<file path="src/rtl/run_sequencer.sv">
// Run sequencer: loads dat_mem, runs the core until done, then dumps a memory window.
// Optional RUN_TIMEOUT_EN macro bounds the RUN state to MAX_CYCLES cycles.
module run_sequencer #(
    parameter int AW         = 8,
    parameter int MAX_CYCLES = 4096
) (
    input  logic          clk,
    input  logic          reset,
    input  logic          start,
    input  logic [AW-1:0] ld_count,
    input  logic [AW-1:0] dump_base,
    input  logic [AW-1:0] dump_len,
    input  logic          ld_valid,
    input  logic [7:0]    ld_data,
    output logic          ld_ready,
    output logic          rd_valid,
    output logic [7:0]    rd_data,
    input  logic          rd_ready,
    output logic          core_reset,
    input  logic          core_done,
    output logic          mem_sel,
    output logic          mem_wr_en,
    output logic [AW-1:0] mem_addr,
    output logic [7:0]    mem_wdata,
    input  logic [7:0]    mem_rdata,
    output logic          busy,
    output logic          finished,
    output logic          timeout,
    output logic [15:0]   cycle_count
);

    typedef enum logic [2:0] {
        IDLE,
        LOAD,
        RUN,
        DUMP,
        FIN
    } state_t;

    state_t        state;
    state_t        state_nxt;
    logic [AW-1:0] index;
    logic [AW-1:0] ld_count_q;
    logic [AW-1:0] dump_base_q;
    logic [AW-1:0] dump_len_q;
    logic [15:0]   cycle_q;

    logic accept;
    logic ld_last;
    logic rd_last;
    logic done_seen;
    logic limit_hit;

    assign accept  = start && (state == IDLE || state == FIN);
    assign ld_last = (index == ld_count_q - AW'(1));
    assign rd_last = (index == dump_len_q - AW'(1));

    // The first RUN cycle is the only one with a zero count, so it
    // doubles as the "ignore core_done" marker while the core leaves reset.
    assign done_seen = (state == RUN) && (cycle_q != 16'd0) && core_done;

`ifdef RUN_TIMEOUT_EN
    logic timeout_q;

    assign limit_hit = (state == RUN) &&
                       (32'(cycle_q) + 32'd1 >= 32'(MAX_CYCLES));
    assign timeout   = timeout_q;

    always_ff @(posedge clk or negedge reset) begin
        if (!reset) begin
            timeout_q <= 1'b0;
        end else if (accept) begin
            timeout_q <= 1'b0;
        end else if (limit_hit && !done_seen) begin
            timeout_q <= 1'b1;
        end
    end
`else
    assign limit_hit = 1'b0;
    assign timeout   = 1'b0;
`endif

    assign cycle_count = cycle_q;
    assign rd_data     = mem_rdata;

    always_ff @(posedge clk or negedge reset) begin
        if (!reset) begin
            state <= IDLE;
        end else begin
            state <= state_nxt;
        end
    end

    always_comb begin
        state_nxt = state;
        unique case (state)
            IDLE, FIN: begin
                if (start) begin
                    state_nxt = (ld_count != '0) ? LOAD : RUN;
                end
            end
            LOAD: begin
                if (ld_valid && ld_last) begin
                    state_nxt = RUN;
                end
            end
            RUN: begin
                if (done_seen || limit_hit) begin
                    state_nxt = (dump_len_q == '0) ? FIN : DUMP;
                end
            end
            DUMP: begin
                if (rd_ready && rd_last) begin
                    state_nxt = FIN;
                end
            end
            default: state_nxt = IDLE;
        endcase
    end

    always_comb begin
        core_reset = 1'b1;
        mem_sel    = 1'b1;
        mem_wr_en  = 1'b0;
        mem_addr   = '0;
        mem_wdata  = 8'h00;
        ld_ready   = 1'b0;
        rd_valid   = 1'b0;
        busy       = 1'b0;
        finished   = 1'b0;
        unique case (state)
            LOAD: begin
                ld_ready  = 1'b1;
                mem_wr_en = ld_valid;
                mem_addr  = index;
                mem_wdata = ld_data;
                busy      = 1'b1;
            end
            RUN: begin
                core_reset = 1'b0;
                mem_sel    = 1'b0;
                busy       = 1'b1;
            end
            DUMP: begin
                rd_valid = 1'b1;
                mem_addr = dump_base_q + index;
                busy     = 1'b1;
            end
            FIN: begin
                finished = 1'b1;
            end
            default: begin
            end
        endcase
    end

    always_ff @(posedge clk or negedge reset) begin
        if (!reset) begin
            index       <= '0;
            cycle_q     <= 16'd0;
            ld_count_q  <= '0;
            dump_base_q <= '0;
            dump_len_q  <= '0;
        end else if (accept) begin
            index       <= '0;
            cycle_q     <= 16'd0;
            ld_count_q  <= ld_count;
            dump_base_q <= dump_base;
            dump_len_q  <= dump_len;
        end else begin
            unique case (state)
                LOAD: begin
                    if (ld_valid) begin
                        index <= ld_last ? '0 : index + AW'(1);
                    end
                end
                RUN: begin
                    if (cycle_q != 16'hFFFF) begin
                        cycle_q <= cycle_q + 16'd1;
                    end
                end
                DUMP: begin
                    if (rd_ready) begin
                        index <= rd_last ? '0 : index + AW'(1);
                    end
                end
                default: begin
                end
            endcase
        end
    end

endmodule

</file>
<file path="config.mk">
export PLATFORM = sky130hd
export DESIGN_NAME = run_sequencer
export DESIGN_NICKNAME = d
export VERILOG_FILES = /design/src/rtl/run_sequencer.sv
export SDC_FILE = /design/constraint.sdc
export NUM_CORES = 1
export LEC_CHECK = 0
export CAP_MARGIN = 40
export CORE_MARGIN = 2
export CORE_UTILIZATION = 44
export DETAILED_ROUTE_END_ITERATION = 16
export PLACE_DENSITY = 0.77
export SLEW_MARGIN = 30
export SYNTH_ARGS = -nofsm -noshare
export SYNTH_HDL_FRONTEND = slang
export SYNTH_SLANG_ARGS = --single-unit
</file>
<file path="constraint.sdc">
create_clock -name clk -period 2 [get_ports clk]
set_clock_uncertainty 0.05 [all_clocks]
set_input_delay 0.2 -clock clk [delete_from_list [all_inputs] [get_ports clk]]
set_output_delay 0.2 -clock clk [all_outputs]
set_load 0.005 [all_outputs]
</file>
== Word level (Yosys, flattened, before mapping) ==
Index checks and enable logic that the tools add are counted.
Operators by class
  reduce and logical (&&, ||, !) cells: 18
  multiplexer cells: 24
  eq/ne operators: 13
  add/sub/neg operators: 5
Operator list (count)
  16-bit 2-to-1 mux: 3
  8-bit 2-to-1 mux: 6
  8-bit one-hot mux with 2 select lines: 2
  16-bit by 1-bit adder with 16-bit output (second input constant): 1
  8-bit equality test: 2
  16-bit inequality test (second input constant): 1
  16-bit nonzero test: 1
  8-bit by 1-bit subtractor with 8-bit output (second input constant): 2
  3-bit 2-to-1 mux: 5
  3-bit one-hot mux with 4 select lines: 1
  8-bit by 1-bit adder with 8-bit output (second input constant): 1
  8-bit adder: 1
  8-bit zero test: 1
  2-bit inequality test (second input constant): 4
  8-bit nonzero test: 1
  3-bit by 2-bit equality test with 1-bit output (second input constant): 2
  1-bit 2-to-1 mux: 6
  3-bit inequality test (second input constant): 2
  1-bit logical AND: 5
  4-bit AND reduction: 1
  2-bit nonzero test: 2
  3-bit by 1-bit equality test with 1-bit output (second input constant): 1
  3-bit equality test (second input constant): 1
  3-bit zero test: 1
  other kinds (7): 7
Word-level totals
  bits of input ports: 46
  register bits: 51

== Depth between registers and ports, before layout ==
  depth after elaboration: 6
  gate-level depth with buffers: 10
  depth with buffers taken out: 10

== Least setup slack after synthesis ==
No wires, ideal clock.
  path kind: register to register
  start: register dump_len_q[0]
  end: register index[3]
  setup time: 0.121 ns
  arrival: 2.064 ns
  cell stages (with the launch flop): 10
  required time: 1.829 ns
  path slack: -0.235 ns
  cells stage by stage: dfrtp_1 > inv_1 > ha_1 > xnor3_1 > a32oi_1 > a211oi_1 > a41oi_2 > o21ai_2 > o21ai_1 > a22o_2
On the way
  longest elaborated chain between the ends: 6
RTL lines
  start: declaration: RTL line 45  | logic [AW-1:0] dump_len_q;
  start signal: assignment: RTL line 169  | dump_len_q <= dump_len;
  8-bit by 1-bit subtractor with 8-bit output: RTL line 56  | assign rd_last = (index == dump_len_q - AW'(1));
  8-bit equality test: RTL line 56
  8-bit 2-to-1 mux: RTL line 184  | index <= rd_last ? '0 : index + AW'(1);
  8-bit 2-to-1 mux: RTL line 183  | if (rd_ready) begin
  8-bit one-hot mux with 2 select lines: RTL line 171  | unique case (state)
  8-bit 2-to-1 mux: RTL line 164  | end else if (accept) begin
  end signal: assignment: RTL line 174  | index <= ld_last ? '0 : index + AW'(1);
  end signal: assignment: RTL line 184
  end: declaration: RTL line 42  | logic [AW-1:0] index;
Every way passes these cells. The select of a mux whose other input is x is not followed.
A chain may end at the register's enable or synchronous reset.

== Worst setup path in the final report ==
  start: register dump_base_q[0]
  end: output port mem_addr[6]
On the way
  longest elaborated chain between the ends: 2
RTL lines
  start: declaration: RTL line 44  | logic [AW-1:0] dump_base_q;
  start signal: assignment: RTL line 168  | dump_base_q <= dump_base;
  8-bit adder: RTL line 146  | mem_addr = dump_base_q + index;
  8-bit one-hot mux with 2 select lines: RTL line 131  | unique case (state)
  end: declaration: RTL line 23  | output logic [AW-1:0] mem_addr,
Every way passes these cells.

==> metrics.md <==
| Metric | Value |
|---|---|
| DR WL/cell | ~16 um |
| Max VDD drop | 0.0005451 V |
| Htree depth | 2 |
| First-pass GRT wire length | roughly 17000 um |
| Max Cap Viol | 0 |
| Share of cells above drive strength 1 | between 30% and 40% |
| Layout Nets | slightly above 600 |
| Area growth syn-to-layout | 51.94% |
| CP startpoint | dump_base_q[0]$_DFFE_PN0P_ |
| Post-synth ARST share | 100.0% |
| Clock Tree Buf Depth | 2 |
| CTS tree | built |
| Static Leak | around 2.4 nW |
| Biggest area consumer among synthesized cells | dfrtp_1 |
| Drt drc | 0 |
| Die Y | between 90 and 100 um |
| Status | finished with violations |
| Seq/Total Area, Yosys | a little under two fifths |
| Crit-path max cell delay | approximately 0.37 ns |
| Power per Cell Area | 1425 mW/mm^2 |
| Power, Total | about 7.5 mW |
| Synth cell count leaders | nand2_1, dfrtp_1, nor2_1 |
| Via/cell ratio | 5.448 |
| Clock transition at path regs | roughly 0.090 ns |
| Post-Synthesis Cell Area | approximately 0.0034 mm^2 |
| CP max-delay cell | dfrtp_1 |
| Core ar. | roughly 0.0076 mm^2 |
| PortBufs | 76 |
| First-pass DRT Iterations | 4 |
| CP Launch Type | flip-flop |
| Top-count cell post-synth | nand2_1 |
| Clock latency on the worst-skew pair | about 0.31 ns |
| Antenna violations before repair | 0 |
| Post-Layout Inst Area | about 0.0052 mm^2 |
| Vias in the first global route | ~3700 |
| Cell row count | 32 |
| DP Area | about 0.0047 mm^2 |
| Failing checks | setup timing |
| Cells after Synth | a little over 400 |
| Worst Max-Slew Pin Slew | 0.5500 ns |
| Yosys top cell area share | between 30% and 40% |
| All-layer global routing usage | 24.73% |
| CP endpoint kind | output port |
| Total grt overflow | 0 |
| Initial cell density of the core | between 40 and 50% |
| RSZ-0062 raised after global routing | yes |
| Slew Limit Fails | 0 |
| Placer Congestion | approximately 0.87 |
| Post-Syn Area per Cell | 8.395 um^2 |
| ANT nets after route | 0 |
| Dpl hpwl | between 6000 and 7000 um |
| Setup TNS | -3.943 ns |
| Flop2flop setup slack | -0.27 ns |
| Crit-path max FO | 2 |
| Largest net degree at the start of global routing | 33 |
| Ant diodes | 0 |
| CTS sink cnt | between 50 and 60 |
| Reg-to-Reg Start | dump_len_q[3]$_DFFE_PN0P_ |
| Final setup vio count | 17 |
| Worst setup path end | mem_addr[6] |
| Final core occ | between 60% and 70% |
| Synthesized Nets | 470 |
| CP arrival | 2.24 ns |
| Hold Path Class | in -> async |
| Worst EP required | 1.75 ns |
| Ports | between 90 and 100 |
| TritonCTS Buffers | 5 |
| Die area | roughly 0.0085 mm^2 |
| Max Freq | ~400 MHz |
| Placed insts | 625 |
| Routed WL | approximately 11000 um |
| Final worst slack | -0.4886 ns |
| Synth Flop Type | dfrtp_1 |
| FF+latch count, synth | 51 |
| Slew margin rel. | 63.33% |
| Synth top area cells | dfrtp_1, nand2_1, xnor2_1, ha_1, nor2_1 |
| Yosys Warn Count | 0 |
| FF-to-FF path depth | 7 |
| EDFF count, synth | 0 |
| Crit share post-route | 124.4% |
| Synth unique cells | 62 |
| Final Hold Fails | 0 |
| CP cell instances | ha_2 > inv_2 > fa_2 > nor2b_1 > o21ai_1 > nand2b_1 > a21o_1 > a21oi_2 > xnor2_1 > a22o_1 > buf_2 |
| Final Critical Period | between 2 and 2.5 ns |
| Initial DRC count | 261 |
| Horiz. Die Dim | 92.45 um |
| Reg-to-reg endpoint | index[4]$_DFFE_PN0P_ |
| Root Driver | clkbuf_8 |
| WHS | ~0.35 ns |
| Finished Layout Cells | ~660 |
| Crit path kind | reg -> out |
| Place WS | -0.5512 ns |
| Via count of the routed design | 3590 |
==> repair_timing <==
item / in CTS / in global routing
resized for setup: 83 / 42
gates cloned: 1 / 0
setup endpoints to repair: 31 / 35
hold endpoints to repair: 21 / 0
hold buffers: 1 / 0
setup buffers: 22 / 9
pin swaps: 36 / 26
==> worst max-delay path: cells and delay by family (launching register included) <==
kind,cells,cell delay [ns]
flip-flops,1,0.37
AO/OA/AOI/OAI,4,0.47
buffers and inverters,2,0.16
adder cells (fa/ha/maj),2,0.54
XOR/XNOR,1,0.12
AND/OR/NAND/NOR,2,0.27
==> logic make-up after synthesis <==
group           after synthesis  synth area share, %
flops                        51                37.08
xor+xnor                     35                9.306
buf+inv                      41                5.743
other cells                   1               0.1089
fa+ha+maj                    15                5.598
compound gates               76                15.41
simple gates                191                26.75
==> final cells by class <==
class,instances,area (um^2)
flip-flops and latches,51,1279
well taps,102,127.6
fillers,564,2417
inverters,14,52.55
repair buffers,167,1421
clock inverters,1,5.005
clock buffers,6,82.58
multi-input cells,318,2262
==> metal layers <==
| layer | part of all wire (%) | track usage [%] |
|---|---|---|
| met5 | 0 | 0 |
| met3 | 7.1 | 4.638 |
| met2 | 50 | 43.07 |
| met1 | 40 | 31.03 |
| met4 | 2.5 | 7.711 |
==> worst min-delay path by stage <==
stage / from / endpoint / cells after the start / slack, ns
floorplan: reset / cycle_count[0]$_DFFE_PN0P_ / 0 / -0.15
global placement: reset / ld_count_q[3]$_DFFE_PN0P_ / 1 / 0.16
detailed placement: reset / ld_count_q[6]$_DFFE_PN0P_ / 1 / 0.16
CTS: mem_rdata[1] / rd_data[1] / 0 / 0.35
global route: mem_rdata[7] / rd_data[7] / 0 / 0.35
finish: reset / ld_count_q[6]$_DFFE_PN0P_ / 2 / 0.35
==> registers in the layout, indices dropped and copies added (netlist names) <==
register     cells
cycle_count     16
dump_base_q      8
dump_len_q       8
index            8
ld_count_q       8
state            3
==> cells in the final DEF, fill, tap and decap left out, drive strengths merged, types with 6 or more instances in the layout <==
cell	n
buf	98
nand2	82
clkdlybuf4s50	58
dfrtp	51
nor2	35
o21ai	27
xnor2	20
xor2	14
a21oi	14
inv	14
ha	13
nor2b	12
clkbuf	12
and2	10
nand4	9
nor3	9
and3	9
a22o	9
nand3	6
==> power by group <==
part           total, mW  internal [mW]  switching (mW)
logic               5.17           2.70            2.47
clock network      0.612          0.272           0.340
registers           1.67           1.37           0.303
total               7.45           4.34            3.12
Note: power is estimated with default switching activity, not from simulation.
